## src/rtl/ascon_aead128_pkg.sv

```systemverilog
// Shared types and constants for the ascon core scheduler.
package ascon_aead128_pkg;

  localparam int unsigned BLK_W_DEF    = 128;
  localparam int unsigned WDOG_CYC_DEF = 64;
  localparam int unsigned WDOG_W       = $clog2(WDOG_CYC_DEF + 1);

  typedef enum logic [2:0] {
    IDLE,
    KICK,
    FEED_AD,
    FEED_DB,
    WAIT_TAG,
    RELEASE,
    ERR
  } sched_state;

  typedef logic [1:0] client_oh;

endpackage

```

## src/rtl/rr_arbiter2.sv

```systemverilog
// Two-way round-robin picker; the pointer moves to the other client on update_i.
module rr_arbiter2
  import ascon_aead128_pkg::*;
(
  input  logic     clk,
  input  logic     rst_n,
  input  client_oh req_i,
  input  logic     update_i,
  input  logic     owner_idx_i,
  output client_oh gnt_c_o
);

  logic ptr_q, ptr_d;

  always_ff @(posedge clk) begin
    if (!rst_n) ptr_q <= 1'b0;
    else        ptr_q <= ptr_d;
  end

  always_comb begin
    ptr_d = ptr_q;
    if (update_i) ptr_d = ~owner_idx_i;
  end

  // Single requester wins outright; a tie goes to the pointer.
  always_comb begin
    gnt_c_o = 2'b00;
    case (req_i)
      2'b01:   gnt_c_o = 2'b01;
      2'b10:   gnt_c_o = 2'b10;
      2'b11:   gnt_c_o = ptr_q ? 2'b10 : 2'b01;
      default: gnt_c_o = 2'b00;
    endcase
  end

endmodule

```

## src/rtl/ascon_core_scheduler.sv

```systemverilog
// Shares one ascon_aead128 core between two clients, one whole message at a time.
module ascon_core_scheduler
  import ascon_aead128_pkg::*;
#(
  parameter int unsigned BLK_W    = BLK_W_DEF,
  parameter int unsigned WDOG_CYC = WDOG_CYC_DEF
) (
  input  logic             clk,
  input  logic             rst_n,
  input  logic [1:0]       cli_req_i,
  input  logic [1:0]       cli_valid_i,
  input  logic [1:0]       cli_is_ad_i,
  input  logic [1:0]       cli_last_i,
  input  logic [BLK_W-1:0] cli_data0_i,
  input  logic [BLK_W-1:0] cli_data1_i,
  output logic [1:0]       cli_ready_o,
  output logic [1:0]       cli_grant_o,
  output logic [1:0]       cli_dout_vld_o,
  output logic [1:0]       cli_tag_vld_o,
  output logic             core_start_o,
  output logic             core_vld_ad_o,
  output logic             core_vld_db_o,
  output logic [BLK_W-1:0] core_din_o,
  input  logic             core_ready_i,
  input  logic             core_dout_v_i,
  input  logic             core_tag_v_i,
  output logic             err_o
);

  localparam int unsigned CNT_W = $clog2(WDOG_CYC + 1);

  sched_state       state_q, state_d;
  client_oh         grant_q, grant_d;
  logic             err_q, err_d;
  logic [CNT_W-1:0] wdog_q, wdog_d;
  logic [BLK_W-1:0] din_q;

  client_oh arb_gnt;
  logic     arb_update;
  logic     accept;
  logic     fault;
  logic     own_req, own_vld, own_ad, own_last;

  rr_arbiter2 u_arb (
    .clk         (clk),
    .rst_n       (rst_n),
    .req_i       (cli_req_i),
    .update_i    (arb_update),
    .owner_idx_i (grant_q[1]),
    .gnt_c_o     (arb_gnt)
  );

  assign own_req  = |(cli_req_i   & grant_q);
  assign own_vld  = |(cli_valid_i & grant_q);
  assign own_ad   = |(cli_is_ad_i & grant_q);
  assign own_last = |(cli_last_i  & grant_q);

  always_ff @(posedge clk) begin
    if (!rst_n) begin
      state_q <= IDLE;
      grant_q <= 2'b00;
      err_q   <= 1'b0;
      wdog_q  <= '0;
      din_q   <= '0;
    end else begin
      state_q <= state_d;
      grant_q <= grant_d;
      err_q   <= err_d;
      wdog_q  <= wdog_d;
      din_q   <= core_din_o;
    end
  end

  // Next state and core handshake decode.
  always_comb begin
    state_d       = state_q;
    grant_d       = grant_q;
    err_d         = err_q;
    wdog_d        = wdog_q;
    arb_update    = 1'b0;
    accept        = 1'b0;
    fault         = 1'b0;
    core_start_o  = 1'b0;
    core_vld_ad_o = 1'b0;
    core_vld_db_o = 1'b0;
    case (state_q)
      IDLE: begin
        if (|cli_req_i) begin
          grant_d = arb_gnt;
          state_d = KICK;
        end
      end
      KICK: begin
        core_start_o = 1'b1;
        wdog_d       = '0;
        if (!own_req) fault = 1'b1;
        else          state_d = FEED_AD;
      end
      FEED_AD, FEED_DB: begin
        core_start_o = 1'b1;
        if (!own_req) begin
          fault = 1'b1;
        end else if (own_vld && own_ad && (state_q == FEED_DB)) begin
          fault = 1'b1;
        end else if (own_vld && core_ready_i) begin
          accept = 1'b1;
          wdog_d = '0;
          if (own_ad) begin
            core_vld_ad_o = 1'b1;
          end else begin
            // A data block in FEED_AD is taken on the FEED_DB path directly.
            core_vld_db_o = 1'b1;
            core_start_o  = ~own_last;
            state_d       = own_last ? WAIT_TAG : FEED_DB;
          end
        end else if (own_vld) begin
          wdog_d = wdog_q + CNT_W'(1);
          if (wdog_d == CNT_W'(WDOG_CYC)) fault = 1'b1;
        end
      end
      WAIT_TAG: begin
        if (core_tag_v_i) state_d = RELEASE;
      end
      RELEASE: begin
        grant_d    = 2'b00;
        arb_update = 1'b1;
        state_d    = IDLE;
      end
      default: state_d = ERR;
    endcase
    if (fault) begin
      state_d = ERR;
      err_d   = 1'b1;
      grant_d = 2'b00;
    end
  end

  assign cli_ready_o    = accept ? grant_q : 2'b00;
  assign cli_grant_o    = grant_q;
  assign cli_dout_vld_o = {2{core_dout_v_i}} & grant_q;
  assign cli_tag_vld_o  = {2{core_tag_v_i}} & grant_q;
  assign err_o          = err_q;

  // Without an owner the core keeps seeing the previous block.
  assign core_din_o = (|grant_q) ? (grant_q[1] ? cli_data1_i : cli_data0_i) : din_q;

endmodule

```

## config.mk

```make
export PLATFORM = sky130hd
export DESIGN_NAME = ascon_core_scheduler
export DESIGN_NICKNAME = d
export VERILOG_FILES = /design/src/rtl/ascon_aead128_pkg.sv /design/src/rtl/rr_arbiter2.sv /design/src/rtl/ascon_core_scheduler.sv
export SDC_FILE = /design/constraint.sdc
export NUM_CORES = 1
export LEC_CHECK = 0
export ABC_AREA = 1
export CORE_MARGIN = 2
export CORE_UTILIZATION = 30
export CTS_CLUSTER_SIZE = 28
export DETAILED_ROUTE_END_ITERATION = 7
export HOLD_SLACK_MARGIN = 0.03
export PLACE_DENSITY = 0.75
export SKIP_LAST_GASP = 1
export SLEW_MARGIN = 20
export SYNTH_ARGS = -nofsm -noshare
export SYNTH_HDL_FRONTEND = slang
export SYNTH_SLANG_ARGS = --single-unit
```

## constraint.sdc

```tcl
create_clock -name clk -period 3.7 [get_ports clk]
set_clock_uncertainty 0.2 [all_clocks]
set_input_delay 0.74 -clock clk [delete_from_list [all_inputs] [get_ports clk]]
set_output_delay 0.74 -clock clk [all_outputs]
set_load 0.02 [all_outputs]
```

==> run metrics, run 1 <==
Worst-path clk slew approximately 0.070 ns; Psw 4490 uW; setup_tns 0 ns; total gr overflow 0; Logic pwr share 0.610; Critical Path Max Stage Delay 0.63 ns; Area contributors post-synth dfxtp_1 38%, nand3_1 27%, nand2_1 15%, inv_1 8.1%, buf_2 2.7%; initial antenna violation count 1; Leak 0.00588 uW; Tot Pwr 10200 uW; largest net degree at the start of global routing 93; WP data required approximately 2.8 ns; Post-synth EDFFs 0; reg2reg setup slack 1.62 ns; Syn Nets 1434; die height 161 microns; endpoints failing setup 0; share of cells above drive strength 1 0.0470; DR DRC count 0; Post-CTS Repair Setup Buffers 0; Routed Antenna Nets 0; Synth Cell Area 0.00740 sq mm; clk buf depth 2; Max rail drop VDD about 460 uV; routed wire length per instance 14.2 microns; Hold Startpoint u_arb.ptr_q; global-route wire length before repair 41.6 mm; final wirelength 26.4 mm; row count 57; ys flop type dfxtp_1; hold endpoint u_arb.ptr_q; Seq pwr share 0.214; area growth from synthesis to layout 66.5%; critical path's top delay family buffers and inverters; DR vias/cell 4.74; fraction of registers with async set/reset 0; post-cts hold buffer count 0; final worst path period need 3.45 ns; I/O Pins 409; CP Class flop to output pin; reg-to-reg endpoint wdog_q[3]; Final period util 0.931; outcome finished, final reports clean; Max-Cap Viols 0; slowest cell on the critical path clkdlybuf4s50_1; switching share of power 0.441; clock power share 0.176; number of I/O port buffers about 400; Initial Util 0.305; nets approximately 1800; Die W 161 microns; Hold Slack 0.269 ns; via count 8794; die footprint 0.0259 sq mm; worst-path cell chain buf_12 -> buf_4 -> nand3_1 -> nand3_1 -> clkdlybuf4s50_1; Power Density 828 mW/mm^2; CTS tree done; CP dominant cell by count nand3_1; Int Pwr 5710 uW; Area after DPL 0.0117 sq mm; Hold Path Class flop to flop; vias in the first global route 8336; Worst Hold Depth 2; n_diodes 0; sequential share of the synthesized area 0.384; clk_lat worst skew roughly 0.42 ns; CTS resizes 0; largest area contributor in the netlist dfxtp_1; Tightest Pin Transition a little over 0.9 ns; TritonCTS Sinks 142; H-tree depth 4; crit end category output pin; crit start category flop; RSZ-0062 raised after global routing false; Crit Path Max Fanout between 70 and 80; Ys Warns 0; 1st-iter DRT viols slightly below 700; Worst Path Buf+Inv 3; Slew Limit Fails 0; DRT Pass-1 Iters 5; Reg2Reg Depth 8; Final GP Congestion 0.895; Achievable Freq 0.290 GHz; reg2reg start cli_grant_o[0]; gr usage total 0.197; Slew headroom 0.396; Num CTS Buffers 17; critical path arrival roughly 2.5 ns; placed cell count around 1800; hpwl dp roughly 19 mm; Synth cell types 30; core area 0.0242 sq mm; Post-Syn Instances 1163; Finished Layout Cells between 1500 and 2000; Hold Vio Cnt, Final 0; Syn Area/Cell 6.36 sq um; share of the synthesized area in the top cell type 0.384; Filler Cell Count 2462; final instance area 0.0123 sq mm; Root Buffer clkbuf_16; FF+latch count, synth 142
==> area by class of cell <==
cell class / instances / area (sq um) / area share
well taps: 324 / 405 / 0.0329
clock inverters: 11 / 156 / 0.0127
inverters: 165 / 629 / 0.0511
repair buffers: 426 / 4290 / 0.349
multi-input cells: 767 / 3520 / 0.286
flip-flops and latches: 142 / 2850 / 0.231
clock buffers: 20 / 458 / 0.0372
==> metal layers <==
| layer | track usage | up-vias | wire length [microns] |
|---|---|---|---|
| met5 | 0 | - | 13 |
| met2 | 0.357 | 320 | 13200 |
| met4 | 0.0666 | 2 | 603 |
| li1 | - | 4437 | - |
| met3 | 0.0475 | 41 | 1860 |
| met1 | 0.228 | 3994 | 10700 |
==> registers in the layout, summed over array words and instances, names as in the netlist <==
name	count
cli_grant_o	2
din_q	128
err_o	1
state_q	3
u_arb.ptr_q	1
wdog_q	7
==> kinds of logic after synthesis <==
logic type / Yosys count / share of synthesized area
AOI/OAI and AO/OA: 30 / 0.0250
xor gates and xnor gates: 1 / 0.00118
adders and majority gates: 2 / 0.00338
buffers and inverters: 254 / 0.139
DFF: 142 / 0.384
and+or+nand+nor: 734 / 0.447
==> power groups by stage <==
stage	clock [uW]	combinational (uW)	sequential, uW
3_3_place_gp	0	6190	2200
3_5_place_dp	0	6240	2210
5_1_grt	1920	6760	2230
6_report	1790	6220	2180
2_1_floorplan	0	3580	2160
4_1_cts	1840	6270	2190
==> cell usage in the layout, fill, tap and decap left out, types with 2 or more instances in the layout <==
| cell | instances |
|---|---|
| a21oi_2 | 3 |
| clkdlybuf4s50_1 | 407 |
| dfxtp_4 | 2 |
| clkinv_4 | 2 |
| nand4_1 | 4 |
| inv_1 | 159 |
| nor2_1 | 23 |
| inv_4 | 2 |
| clkbuf_1 | 2 |
| buf_12 | 6 |
| o21ai_2 | 3 |
| ha_1 | 2 |
| nand3_1 | 394 |
| nand2_2 | 4 |
| bufinv_16 | 3 |
| a21oi_1 | 10 |
| o21ai_0 | 11 |
| clkinvlp_4 | 3 |
| inv_6 | 4 |
| nand2_1 | 302 |
| clkbuf_16 | 18 |
| inv_2 | 3 |
| dfxtp_1 | 140 |
| buf_4 | 13 |
==> cells in the mapped netlist (10+ instances only) <==
library cell / n
dfxtp_1: 142
nand2_1: 302
nor2_1: 23
a21oi_1: 10
clkbuf_1: 23
o21ai_0: 11
inv_1: 159
nand3_1: 394
buf_2: 40
buf_1: 21
==> worst reg2reg max path: stages (launching register included) <==
cell	delay (ns)
dfxtp_4	0.37
buf_12	0.32
nand2_1	0.14
nand2_2	0.12
nand2_1	0.09
nand2_1	0.08
nand3_2	0.29
o21ai_0	0.27
a21oi_1	0.06
==> stage by stage <==
step	util	setup slack (ns)
after detailed placement	0.482	0.322
after floorplan	-	1.26
after CTS	0.508	0.246
after global routing	0.508	0.142
final	0.508	0.255
after global placement	0.482	0.335
==> worst max-delay path by stage <==
stage	end	slack, ns	startpoint	depth (start not counted)
after floorplan	core_start_o	1.26	cli_valid_i[1]	5
after CTS	core_din_o[112]	0.25	cli_grant_o[0]	5
after detailed placement	core_vld_ad_o	0.32	cli_valid_i[0]	8
after global routing	core_din_o[53]	0.14	cli_grant_o[1]	5
after global placement	core_vld_ad_o	0.34	cli_valid_i[0]	8
final	core_din_o[57]	0.25	cli_grant_o[0]	5
(Power assumes the default switching activity.)
==> run 2, diff against run 1 <==
Clock period 3.7 ns to 4.03 ns, I/O delays scaled along.
==> run metrics, run 2 (synthesis gave the netlist of run 1 again) <==
outcome finished, final reports clean; most frequent cells in the layout 407 x clkdlybuf4s50_1, 394 x nand3_1, 302 x nand2_1; Seq pwr share 0.220; Hold Startpoint err_o; gr usage total 0.196; Power Density about 760 mW/mm^2; via count 8758; Hold Slack 0.266 ns; RSZ-0062 raised after global routing false; Final period util 0.924; CP dominant cell by count nand3_1; Routed Antenna Nets 0; nets around 1800; Biggest register din_q; total gr overflow 0; final worst path period need 3.73 ns; Reg2Reg Depth 7; DRT Pass-1 Iters 6; Max rail drop VDD 394 uV; Psw just over 4000 uW; number of flip-flops in the largest register ~130; Achievable Freq 0.268 GHz; vias in the first global route 8230; critical path launch point cli_grant_o[0]; DR vias/cell 4.72; Final GP Congestion 0.882; die footprint 0.0259 sq mm; clk_lat worst skew 0.41 ns; share of cells above drive strength 1 0.0470; number of I/O port buffers 408; die height ~160 microns; Worst Hold Depth 2; Hold Vio Cnt, Final 0; clk buf depth 2; Crit Path Max Fanout 61; commonest non-fill, non-tap cell in the layout clkdlybuf4s50_1; 1st-iter DRT viols about 770; hold endpoint err_o; final wirelength approximately 26 mm; critical path's top delay family buffers and inverters; global-route wire length before repair 41.3 mm; slowest cell on the critical path clkdlybuf4s50_1; CP Class flop to output pin; top routing layer in use met4; routed wire length per instance roughly 14 microns; row count 57; Area after DPL 0.0117 sq mm; worst-path cell chain buf_4 -> nand3_1 -> nand3_1 -> clkdlybuf4s50_1; Slew Limit Fails 0; Tot Pwr 9320 uW; critical path arrival 2.72 ns; hpwl dp around 19 mm; placed cell count 1824; met3 WL 2.08 mm; largest registers din_q x128, wdog_q x7, state_q x3; CTS tree done; Die W around 160 microns; Root Buffer clkbuf_16; reg-to-reg endpoint wdog_q[2]; reg2reg start cli_grant_o[0]; TritonCTS Sinks 142; I/O Pins 409; area growth from synthesis to layout 66.0%; switching share of power 0.442; Logic pwr share 0.608; Leak just under 0.006 uW; Finished Layout Cells roughly 1900; endpoints failing setup 0; DR DRC count 0; Hold Path Class flop to flop; met2 WL 13.0 mm; Worst Path Buf+Inv 2; n_diodes 0; crit start category flop; clock power share 0.172; reg2reg setup slack 1.93 ns; Int Pwr 5200 uW; Worst-path clk slew 0.06 ns; Critical Path Max Stage Delay 0.62 ns; post-cts hold buffer count 0; final instance area ~0.012 sq mm; met1 WL around 11 mm; WP data required 3.02 ns; Initial Util 0.305; setup_tns 0 ns; H-tree depth 4; Post-CTS Repair Setup Buffers 0; initial antenna violation count 0; Slew headroom 0.333; crit end category output pin; largest net degree at the start of global routing roughly 110; Tightest Pin Transition 1.00 ns; core area 0.0242 sq mm; Num CTS Buffers 17; Max-Cap Viols 0; CTS resizes 0
==> run 2: area by class of cell <==
cell class                 instances  area, sq um
fill                            2429        12000
timing repair buffer             426         4280
multi-input combinational        767         3520
sequential                       142         2850
inverter                         165          629
clock buffer                      19          433
tap                              324          405
clock inverter                    12          159
==> run 2: worst max path at each step <==
stage / end / slack [ns] / cells after the start
CTS: core_din_o[93] / 0.34 / 4
global route: core_din_o[93] / 0.20 / 4
detailed placement: core_start_o / 0.48 / 7
floorplan: core_start_o / 1.46 / 5
global placement: core_vld_ad_o / 0.52 / 8
finish: core_din_o[93] / 0.30 / 4
==> run 2: per-stage QoR <==
step	utilization	setup WS, ns
finish	0.506	0.304
global route	0.506	0.201
CTS	0.506	0.342
detailed placement	0.482	0.477
global placement	0.482	0.516
floorplan	-	1.46
==> run 2: metal layers <==
metal | global-route usage | vias up
li1 | - | 4437
met1 | 0.226 | 3934
met2 | 0.353 | 348
met3 | 0.0501 | 39
met4 | 0.0694 | 0
met5 | 0 | -
==> run 2: power groups by stage <==
stage / registers (uW) / logic [uW] / clock network (uW)
after floorplan: 1980 / 3290 / 0
after global placement: 2070 / 5630 / 0
after detailed placement: 2080 / 5670 / 0
after CTS: 2060 / 5700 / 1670
after global routing: 2100 / 6120 / 1720
final: 2060 / 5660 / 1600
==> run 2: worst reg2reg max path, stage by stage, from the launching register on <==
cell and delay, ns:
dfxtp_4 0.54, inv_4 0.24, o21ai_2 0.23, inv_2 0.07
nand2_1 0.07, nand3_2 0.28, o21ai_0 0.29, a21oi_1 0.06
